### src/rtl/arm_fetch_if.sv
// Instruction-memory fetch bus: word read request held until acknowledged.
// ARM_FETCH_ABORT_EN adds the mem_abort response qualifier.
interface arm_fetch_if;
    logic        mem_req;
    logic [31:0] mem_addr;
    logic        mem_ack;
    logic [31:0] mem_rdata;
`ifdef ARM_FETCH_ABORT_EN
    logic        mem_abort;

    modport master (
        output mem_req,
        output mem_addr,
        input  mem_ack,
        input  mem_rdata,
        input  mem_abort
    );

    modport slave (
        input  mem_req,
        input  mem_addr,
        output mem_ack,
        output mem_rdata,
        output mem_abort
    );
`else
    modport master (
        output mem_req,
        output mem_addr,
        input  mem_ack,
        input  mem_rdata
    );

    modport slave (
        input  mem_req,
        input  mem_addr,
        output mem_ack,
        output mem_rdata
    );
`endif
endinterface

### src/rtl/arm_fetch.sv
// ARM instruction fetch stage: PC, req/ack fetch, instruction register, condition check.
// Optional prefetch-abort support is enabled by defining ARM_FETCH_ABORT_EN.
module arm_fetch #(
    parameter logic [31:0] RESET_PC = 32'h0000_0000,
    parameter int unsigned PC_STEP  = 4
) (
    input  logic               clk,
    input  logic               reset,
    arm_fetch_if.master        bus,
    input  logic               stall,
    input  logic               pc_we,
    input  logic [31:0]        pc_in,
    input  logic [31:0]        cpsr,
    output logic [31:0]        inst,
    output logic [31:0]        inst_pc,
    output logic               inst_valid,
`ifdef ARM_FETCH_ABORT_EN
    output logic               prefetch_abort,
`endif
    output logic               cond_pass
);

    localparam logic [31:0] Nop  = 32'hE1A0_0000;
    localparam logic [31:0] Step = 32'(PC_STEP);

    typedef enum logic [1:0] {StFetch, StFlush, StHold} state_e;

    state_e      state_q;
    logic [31:0] pc_q;
    logic [31:0] redir_q;
    logic        req_q;
    logic [31:0] inst_q;
    logic [31:0] inst_pc_q;
    logic        valid_q;
    logic        abort_q;

    logic [31:0] pc_target;
    logic        ack;
    logic        fetch_abort;
    logic        cond_ok;
    logic        flag_n, flag_z, flag_c, flag_v;
    logic        unused_bits;

    assign pc_target   = {pc_in[31:2], 2'b00};
    // An ack only counts against a request we actually raised.
    assign ack         = bus.mem_ack & req_q;
    assign unused_bits = ^{cpsr[27:0], pc_in[1:0]};

`ifdef ARM_FETCH_ABORT_EN
    assign fetch_abort    = bus.mem_abort;
    assign prefetch_abort = abort_q;
`else
    assign fetch_abort    = 1'b0;
`endif

    assign bus.mem_req  = req_q;
    assign bus.mem_addr = pc_q;
    assign inst         = inst_q;
    assign inst_pc      = inst_pc_q;
    assign inst_valid   = valid_q;

    always_ff @(posedge clk or posedge reset) begin
        if (reset) begin
            state_q   <= StFetch;
            pc_q      <= RESET_PC;
            redir_q   <= RESET_PC;
            req_q     <= 1'b0;
            inst_q    <= Nop;
            inst_pc_q <= 32'h0;
            valid_q   <= 1'b0;
            abort_q   <= 1'b0;
        end else begin
            unique case (state_q)
                StFetch: begin
                    if (!req_q) begin
                        // First cycle after reset: nothing outstanding yet.
                        req_q <= 1'b1;
                        if (pc_we) pc_q <= pc_target;
                    end else if (ack && pc_we) begin
                        pc_q <= pc_target;
                    end else if (ack) begin
                        inst_pc_q <= pc_q;
                        valid_q   <= 1'b1;
                        req_q     <= 1'b0;
                        state_q   <= StHold;
                        if (fetch_abort) begin
                            inst_q  <= Nop;
                            abort_q <= 1'b1;
                        end else begin
                            inst_q <= bus.mem_rdata;
                            pc_q   <= pc_q + Step;
                        end
                    end else if (pc_we) begin
                        redir_q <= pc_target;
                        state_q <= StFlush;
                    end
                end
                StFlush: begin
                    if (ack) begin
                        pc_q    <= pc_we ? pc_target : redir_q;
                        state_q <= StFetch;
                    end else if (pc_we) begin
                        redir_q <= pc_target;
                    end
                end
                StHold: begin
                    if (pc_we) begin
                        valid_q <= 1'b0;
                        abort_q <= 1'b0;
                        pc_q    <= pc_target;
                        req_q   <= 1'b1;
                        state_q <= StFetch;
                    end else if (!stall && !abort_q) begin
                        valid_q <= 1'b0;
                        req_q   <= 1'b1;
                        state_q <= StFetch;
                    end
                end
                default: state_q <= StFetch;
            endcase
        end
    end

    assign flag_n = cpsr[31];
    assign flag_z = cpsr[30];
    assign flag_c = cpsr[29];
    assign flag_v = cpsr[28];

    always_comb begin
        cond_ok = 1'b0;
        unique case (inst_q[31:28])
            4'h0: cond_ok = flag_z;
            4'h1: cond_ok = !flag_z;
            4'h2: cond_ok = flag_c;
            4'h3: cond_ok = !flag_c;
            4'h4: cond_ok = flag_n;
            4'h5: cond_ok = !flag_n;
            4'h6: cond_ok = flag_v;
            4'h7: cond_ok = !flag_v;
            4'h8: cond_ok = flag_c && !flag_z;
            4'h9: cond_ok = !flag_c || flag_z;
            4'hA: cond_ok = (flag_n == flag_v);
            4'hB: cond_ok = (flag_n != flag_v);
            4'hC: cond_ok = !flag_z && (flag_n == flag_v);
            4'hD: cond_ok = flag_z || (flag_n != flag_v);
            4'hE: cond_ok = 1'b1;
            4'hF: cond_ok = 1'b0;
            default: cond_ok = 1'b0;
        endcase
    end

    assign cond_pass = valid_q & ~abort_q & cond_ok;

endmodule

### src/flat_wrapper.sv
// flat-port wrapper written by rule: the top's interface ports become plain ports
module arm_fetch_flat 
#(
    parameter logic [31:0] RESET_PC = 32'h0000_0000,
    parameter int unsigned PC_STEP  = 4
)
  (clk, reset, stall, pc_we, pc_in, cpsr, inst, inst_pc, inst_valid, cond_pass, bus_mem_req, bus_mem_addr, bus_mem_ack, bus_mem_rdata);
  arm_fetch_if bus_i ();
  input  logic clk;
  input  logic reset;
  input  logic stall;
  input  logic pc_we;
  input  logic [31:0] pc_in;
  input  logic [31:0] cpsr;
  output logic [31:0] inst;
  output logic [31:0] inst_pc;
  output logic inst_valid;
  output logic cond_pass;
  output wire logic [$bits(bus_i.mem_req)-1:0] bus_mem_req;
  output wire logic [$bits(bus_i.mem_addr)-1:0] bus_mem_addr;
  input wire logic [$bits(bus_i.mem_ack)-1:0] bus_mem_ack;
  input wire logic [$bits(bus_i.mem_rdata)-1:0] bus_mem_rdata;
  assign bus_mem_req = bus_i.mem_req;
  assign bus_mem_addr = bus_i.mem_addr;
  assign bus_i.mem_ack = bus_mem_ack;
  assign bus_i.mem_rdata = bus_mem_rdata;
  arm_fetch #(.RESET_PC(RESET_PC), .PC_STEP(PC_STEP)) u_core (.clk(clk), .reset(reset), .bus(bus_i), .stall(stall), .pc_we(pc_we), .pc_in(pc_in), .cpsr(cpsr), .inst(inst), .inst_pc(inst_pc), .inst_valid(inst_valid), .cond_pass(cond_pass));
endmodule
### config.mk
export PLATFORM = sky130hd
export DESIGN_NAME = arm_fetch_flat
export DESIGN_NICKNAME = d
export VERILOG_FILES = /design/src/rtl/arm_fetch_if.sv /design/src/rtl/arm_fetch.sv /design/src/flat_wrapper.sv
export SDC_FILE = /design/constraint.sdc
export NUM_CORES = 1
export LEC_CHECK = 0
export ABC_AREA = 1
export CAP_MARGIN = 15
export CORE_MARGIN = 4
export CORE_UTILIZATION = 50
export CTS_CLUSTER_SIZE = 40
export DETAILED_ROUTE_END_ITERATION = 7
export PLACE_DENSITY = 0.78
export SLEW_MARGIN = 20
export SYNTH_ARGS = -nofsm -noshare
export SYNTH_HDL_FRONTEND = slang
export SYNTH_SLANG_ARGS = --single-unit
export TNS_END_PERCENT = 1
### constraint.sdc
create_clock -name clk -period 4.6 [get_ports clk]
set_input_delay 0.46 -clock clk [delete_from_list [all_inputs] [get_ports clk]]
set_output_delay 0.46 -clock clk [all_outputs]
set_load 0.03 [all_outputs]
**After elaboration in Yosys (flattened, before gate mapping)**

Index checks and enable logic that the tools add are counted.
Widths: inputs -> output; s select.

- Mux-type cells: 32
- Equality and inequality tests: 26
- Reductions and logical operators: 21
- Bitwise logic cells: 3
- Add/sub/neg operators: 1

Operators with widths:

| cell | number |
|---|---|
| $mux 32 | 9 |
| $pmux 32 s3 | 1 |
| $pmux 32 s2 | 1 |
| $add 32x3->32 const B | 1 |
| $eq 4x4->1 const B | 8 |
| $eq 4x3->1 const B | 4 |
| $pmux 1 s16 | 1 |
| $mux 2 | 7 |
| $mux 1 | 10 |
| $reduce_and 5->1 | 2 |
| $eq 4x2->1 const B | 2 |
| $ne 2x1->1 const B | 3 |
| $ne 3x2->1 const B | 2 |
| $pmux 2 s3 | 1 |
| $reduce_and 3->1 | 2 |
| $logic_not 1->1 | 5 |
| $eq 4x1->1 const B | 1 |
| $logic_not 4->1 | 1 |
| $ne 4x4->1 const B | 1 |
| $pmux 1 s2 | 2 |
| $reduce_and 4->1 | 1 |
| $reduce_bool 2->1 | 2 |
| $logic_and 1x1->1 | 3 |
| $reduce_bool 3->1 | 1 |
| 10 further kinds | 12 |

- Word-level logic and storage cells: 90
- Input bits: 101
- Register bits: 132
- Output and inout port bits: 99

**Longest topological paths before layout**

- Word-level depth: 5
- Gate-level depth with buffers: 12
- Depth with buffers taken out: 12

**Worst setup path before layout**

OpenSTA, ideal clock, no wires.

- Kind: register -> output
- Start point: reg u_core.inst_q[29], in the netlist u_core.inst[29]
- End point: out cond_pass
- Data arrival time: 1.633 ns
- Stages on the path, launching flop included: 7
- Path slack: 2.507 ns
- Path buffers: 0
- Data required time: 4.140 ns
- Cells stage by stage: dfstp_2 -> inv_1 -> o21ai_0 -> o21ai_0 -> a21oi_1 -> nor2_1 -> a21oi_1

- Word-level cells in the longest chain between the ends: 3
- Elaborated cells on any way between the ends: 18
- Those cells by class: eq/ne (15); mux (1); bitwise (1); reduce/logical (1)

RTL lines:

| item | RTL line | RTL |
|---|---|---|
| start, declared | arm_fetch.sv:32 | `logic [31:0] inst_q;` |
| start signal, assigned | arm_fetch.sv:68 | `inst_q <= Nop;` |
| start signal, assigned | arm_fetch.sv:87 | `inst_q <= Nop;` |
| start signal, assigned | arm_fetch.sv:90 | `inst_q <= bus.mem_rdata;` |
| $eq 4x4->1, or another cell as far along | arm_fetch.sv:131 | `unique case (inst_q[31:28])` |
| $pmux 1 s16 (*) | arm_fetch.sv:131 |  |
| $and 1x1->1 (*) | arm_fetch.sv:152 | `assign cond_pass = valid_q & ~abort_q & cond_ok;` |
| end, declared | flat_wrapper.sv:18 | `output logic cond_pass;` |

Mark *: on every way between the ends. The rest lies on a longest branch, timed or not.

**Worst setup path in the final report**

- Start point: reg u_core.req_q, in the netlist u_core.bus.mem_req
- End point: reg u_core.inst_q[20], in the netlist u_core.inst[20]

- Word-level cells in the longest chain between the ends: 4

RTL lines:

| item | RTL line | RTL |
|---|---|---|
| start, declared | arm_fetch.sv:31 | `logic req_q;` |
| start signal, assigned | arm_fetch.sv:67 | `req_q <= 1'b0;` |
| start signal, assigned | arm_fetch.sv:77 | `req_q <= 1'b1;` |
| start signal, assigned | arm_fetch.sv:84 | `req_q <= 1'b0;` |
| $and 1x1->1 | arm_fetch.sv:46 | `assign ack = bus.mem_ack & req_q;` |
| $logic_and 1x1->1 | arm_fetch.sv:79 | `end else if (ack && pc_we) begin` |
| $not 1->1 (no source line) | -- |  |
| $reduce_and 4->1 (no source line) (*) | -- |  |

Marks and branches as above.
A chain may end at the register's enable or synchronous reset.

==> out/qor.csv <==
metric,value,unit
"EDFF count, synth",0,
FF+latch area,3310,um^2
worst path required time,4910,ps
CTS buffer count,17,
post-route cell area,10300,um^2
half-perimeter wire length after placement,18400,um
DR iter-0 viols,719,
switching share of power,0.496,
Top Ports,200,
Worst Skew,12.1,ps
sequential share of power,0.256,
total global routing overflow,0,
power share of the combinational group,0.575,
Crit. End Element,flip-flop,
CP Max Fanout,74,
Crit path depth,9,
slew margin rel.,0.366,
row count,45,
share of cells above drive strength 1,0.0782,
final worst path period share,0.727,
first-pass GRT wire length,41200,um
number of distinct library cells after synthesis,38,
critical path's top delay family,buffers and inverters,
GP Congestion,0.924,
Max VDD drop,784,uV
synth warn,0,
unrepaired setup endpoints after global routing,false,
Via Count,8131,
global route hottest layer,met2,
Startpoint Class,flip-flop,
Synth Instances,1153,
area of the multi-input gates,3940,um^2
H-tree Lvls,4,
drt drc,0,
#FFs+latches synth,132,
met2 usage,0.458,
Tmin final,3340,ps
flop-to-flop setup slack,1260,ps
Placed Area,9720,um^2
cell-internal power,4.39,mW
largest area contributor in the netlist,dfrtp_1,
Post-CTS Hold Buffers,0,
clock group share of total power,0.169,
Worst Hold Class,reg2reg,
Area Overhead vs Synth,29.5,%
clock sinks,132,
initial antenna violation count,0,
Buffers on Ports,169,
post-route ant nets,0,
Longest Clk Path Bufs,2,
Pwr Total,8.71,mW
sequential-to-total area share from yosys stat,0.414,
final setup vio count,0,
tightest hold margin,466,ps
vias in the first global route,7538,
Resize count post-CTS,0,
"CTS clk-pin slew, worst paths",60,ps
antenna cells,0,
Synth area leaders,"dfrtp_1, nand2_1, o21ai_0, inv_1, nand3_1",
largest net degree at the start of global routing,91,
setup tns final,0,ps
WL final,26000,um
power density over the cells,841,nW/um^2
hold path depth,2,
nets,1397,
Post-Syn Area,8000,um^2
post-synth top area share,0.394,
Root Buffer,clkbuf_16,
Worst-Margin Slew,949,ps
GR Layer Usage met3,0.0719,
Async SR Flop Fraction,1.00,
reg2reg path depth,9,
"Slew Viols, Final",0,
Slowest cell on crit path,dfrtp_1,
per-cell routed wire length,17.1,um
endpoints failing hold,0,
NetSw,4.32,mW
CTS tree,built,
GRT Total Usage,0.291,
FMAX,299,MHz
syn_nets,1259,
status,finished clean,
# Post-CTS Setup Buffers,0,
# fillers,1401,
drt via density,5.37,
Most used DFF post-synth,dfrtp_1,
LEAKAGE,4.84,nW
critical path's largest stage delay,800,ps
Initial Utilization,0.518,
worst endpoint data arrival time,3660,ps
Mapped Avg Cell Area,6.93,um^2
WS Path Type,reg2reg,
Max-cap violations,0,
crit-path cells,nand2_2 -> nor2_2 -> inv_2 -> nor2_4 -> buf_4 -> clkinv_2 -> buf_4 -> nand2_1 -> nand2_1,
Pre-antenna DRT Iters,5,
chip width,134,um
full die area,18100,um^2
die height,134,um
core area,15400,um^2
worst skew pair latency,430,ps
M1 GR Usage,0.402,
Worst Path Buf+Inv,4,
path summary, 6_finish.rpt:
path                                                      from                              to
worst max-delay path            u_core.bus.mem_req$_DFFE_PP0P_     u_core.inst[20]$_DFFE_PP0P_
max in group asynchronous                                reset  u_core.redir_q[11]$_DFFE_PP0P_
worst min-delay path               u_core.inst[18]$_DFFE_PP0P_     u_core.inst[18]$_DFFE_PP0P_
worst min register to register     u_core.inst[18]$_DFFE_PP0P_     u_core.inst[18]$_DFFE_PP0P_
worst max register to register  u_core.bus.mem_req$_DFFE_PP0P_     u_core.inst[20]$_DFFE_PP0P_
min in group asynchronous                                reset     u_core.inst[18]$_DFFE_PP0P_
Yosys cell counts, types with 3 or more instances:
library cell	count
nand3_1	63
nand4_1	3
a22o_1	17
inv_1	108
buf_6	7
nor2_1	84
o21ai_0	100
ha_1	5
buf_2	28
dfrtp_1	126
a221oi_1	3
a21oi_2	3
inv_2	5
clkbuf_1	23
dfstp_2	6
nand2_1	425
o211ai_1	6
o22ai_1	4
o21ai_2	28
or2_2	5
xor2_1	4
o21ai_1	45
nor2_2	3
a21oi_1	35
layout make-up:
type	count	share of cell area
clock buffers	19	0.0418
clock inverters	13	0.0191
inverters	114	0.0419
multi-input cells	846	0.381
flip-flops and latches	132	0.320
well taps	211	0.0255
repair buffers	180	0.171
registers in the layout, summed over array words and instances (netlist names):
| signal | flops |
|---|---|
| u_core.inst_pc | 32 |
| u_core.state_q | 2 |
| u_core.inst | 32 |
| u_core.bus.mem_addr | 32 |
| u_core.redir_q | 32 |
| u_core.inst_valid | 1 |
| u_core.bus.mem_req | 1 |
placed cells by master (no fill, tap or decap), types with 3 or more instances in the layout:
cell type,netlist,layout
or2_2,5,5
o21ai_1,45,45
dfrtp_1,126,126
nor2_1,84,83
nand4_1,3,3
dfstp_2,6,6
a22o_1,17,17
a21oi_1,35,35
nor2_2,3,3
nand2_1,425,425
nand3_1,63,63
buf_4,1,11
a21oi_2,3,3
nor2_4,2,3
o22ai_1,4,4
clkinvlp_4,0,3
xor2_1,4,4
o21ai_2,28,28
a221oi_1,3,3
clkbuf_16,0,17
o211ai_1,6,6
o21ai_0,100,100
inv_2,5,4
inv_6,0,3
inv_1,108,107
ha_1,5,5
bufinv_16,0,4
clkdlybuf4s50_1,0,168
metal layers:
| layer | wire [um] | up-vias |
|---|---|---|
| li1 | - | 3987 |
| met1 | 11100 | 3688 |
| met2 | 11700 | 417 |
| met3 | 2760 | 39 |
| met4 | 471 | 0 |
| met5 | 0 | - |
power groups by stage:
| stage | Combinational, mW | Sequential, mW | Clock, mW |
|---|---|---|---|
| 3_3_place_gp | 4.88 | 2.22 | 0 |
| 2_1_floorplan | 2.70 | 2.85 | 0 |
| 3_5_place_dp | 4.96 | 2.23 | 0 |
| 4_1_cts | 4.99 | 2.21 | 1.49 |
| 6_report | 5.01 | 2.23 | 1.47 |
| 5_1_grt | 5.49 | 2.30 | 1.54 |
kinds of logic after synthesis:
kind of cell,share of synthesized area
and+or+nand+nor,0.295
AOI/OAI and AO/OA,0.183
buffers and inverters,0.0941
DFF,0.414
xor gates and xnor gates,0.00548
adders and majority gates,0.00782
worst min-delay path: cells and delay by family (launching register included):
| kind | cells | cell delay, ps |
|---|---|---|
| flops | 1 | 340 |
| simple gates | 2 | 90 |
through the flow:
stage	util	worst slack [ps]	instances
after global routing	0.671	1050	1515
after CTS	0.671	1440	1515
final	0.671	1260	1515
after detailed placement	0.630	1380	1483
after global placement	0.630	1410	1483
after floorplan	-	624	1153
(Power assumes the default switching activity.)
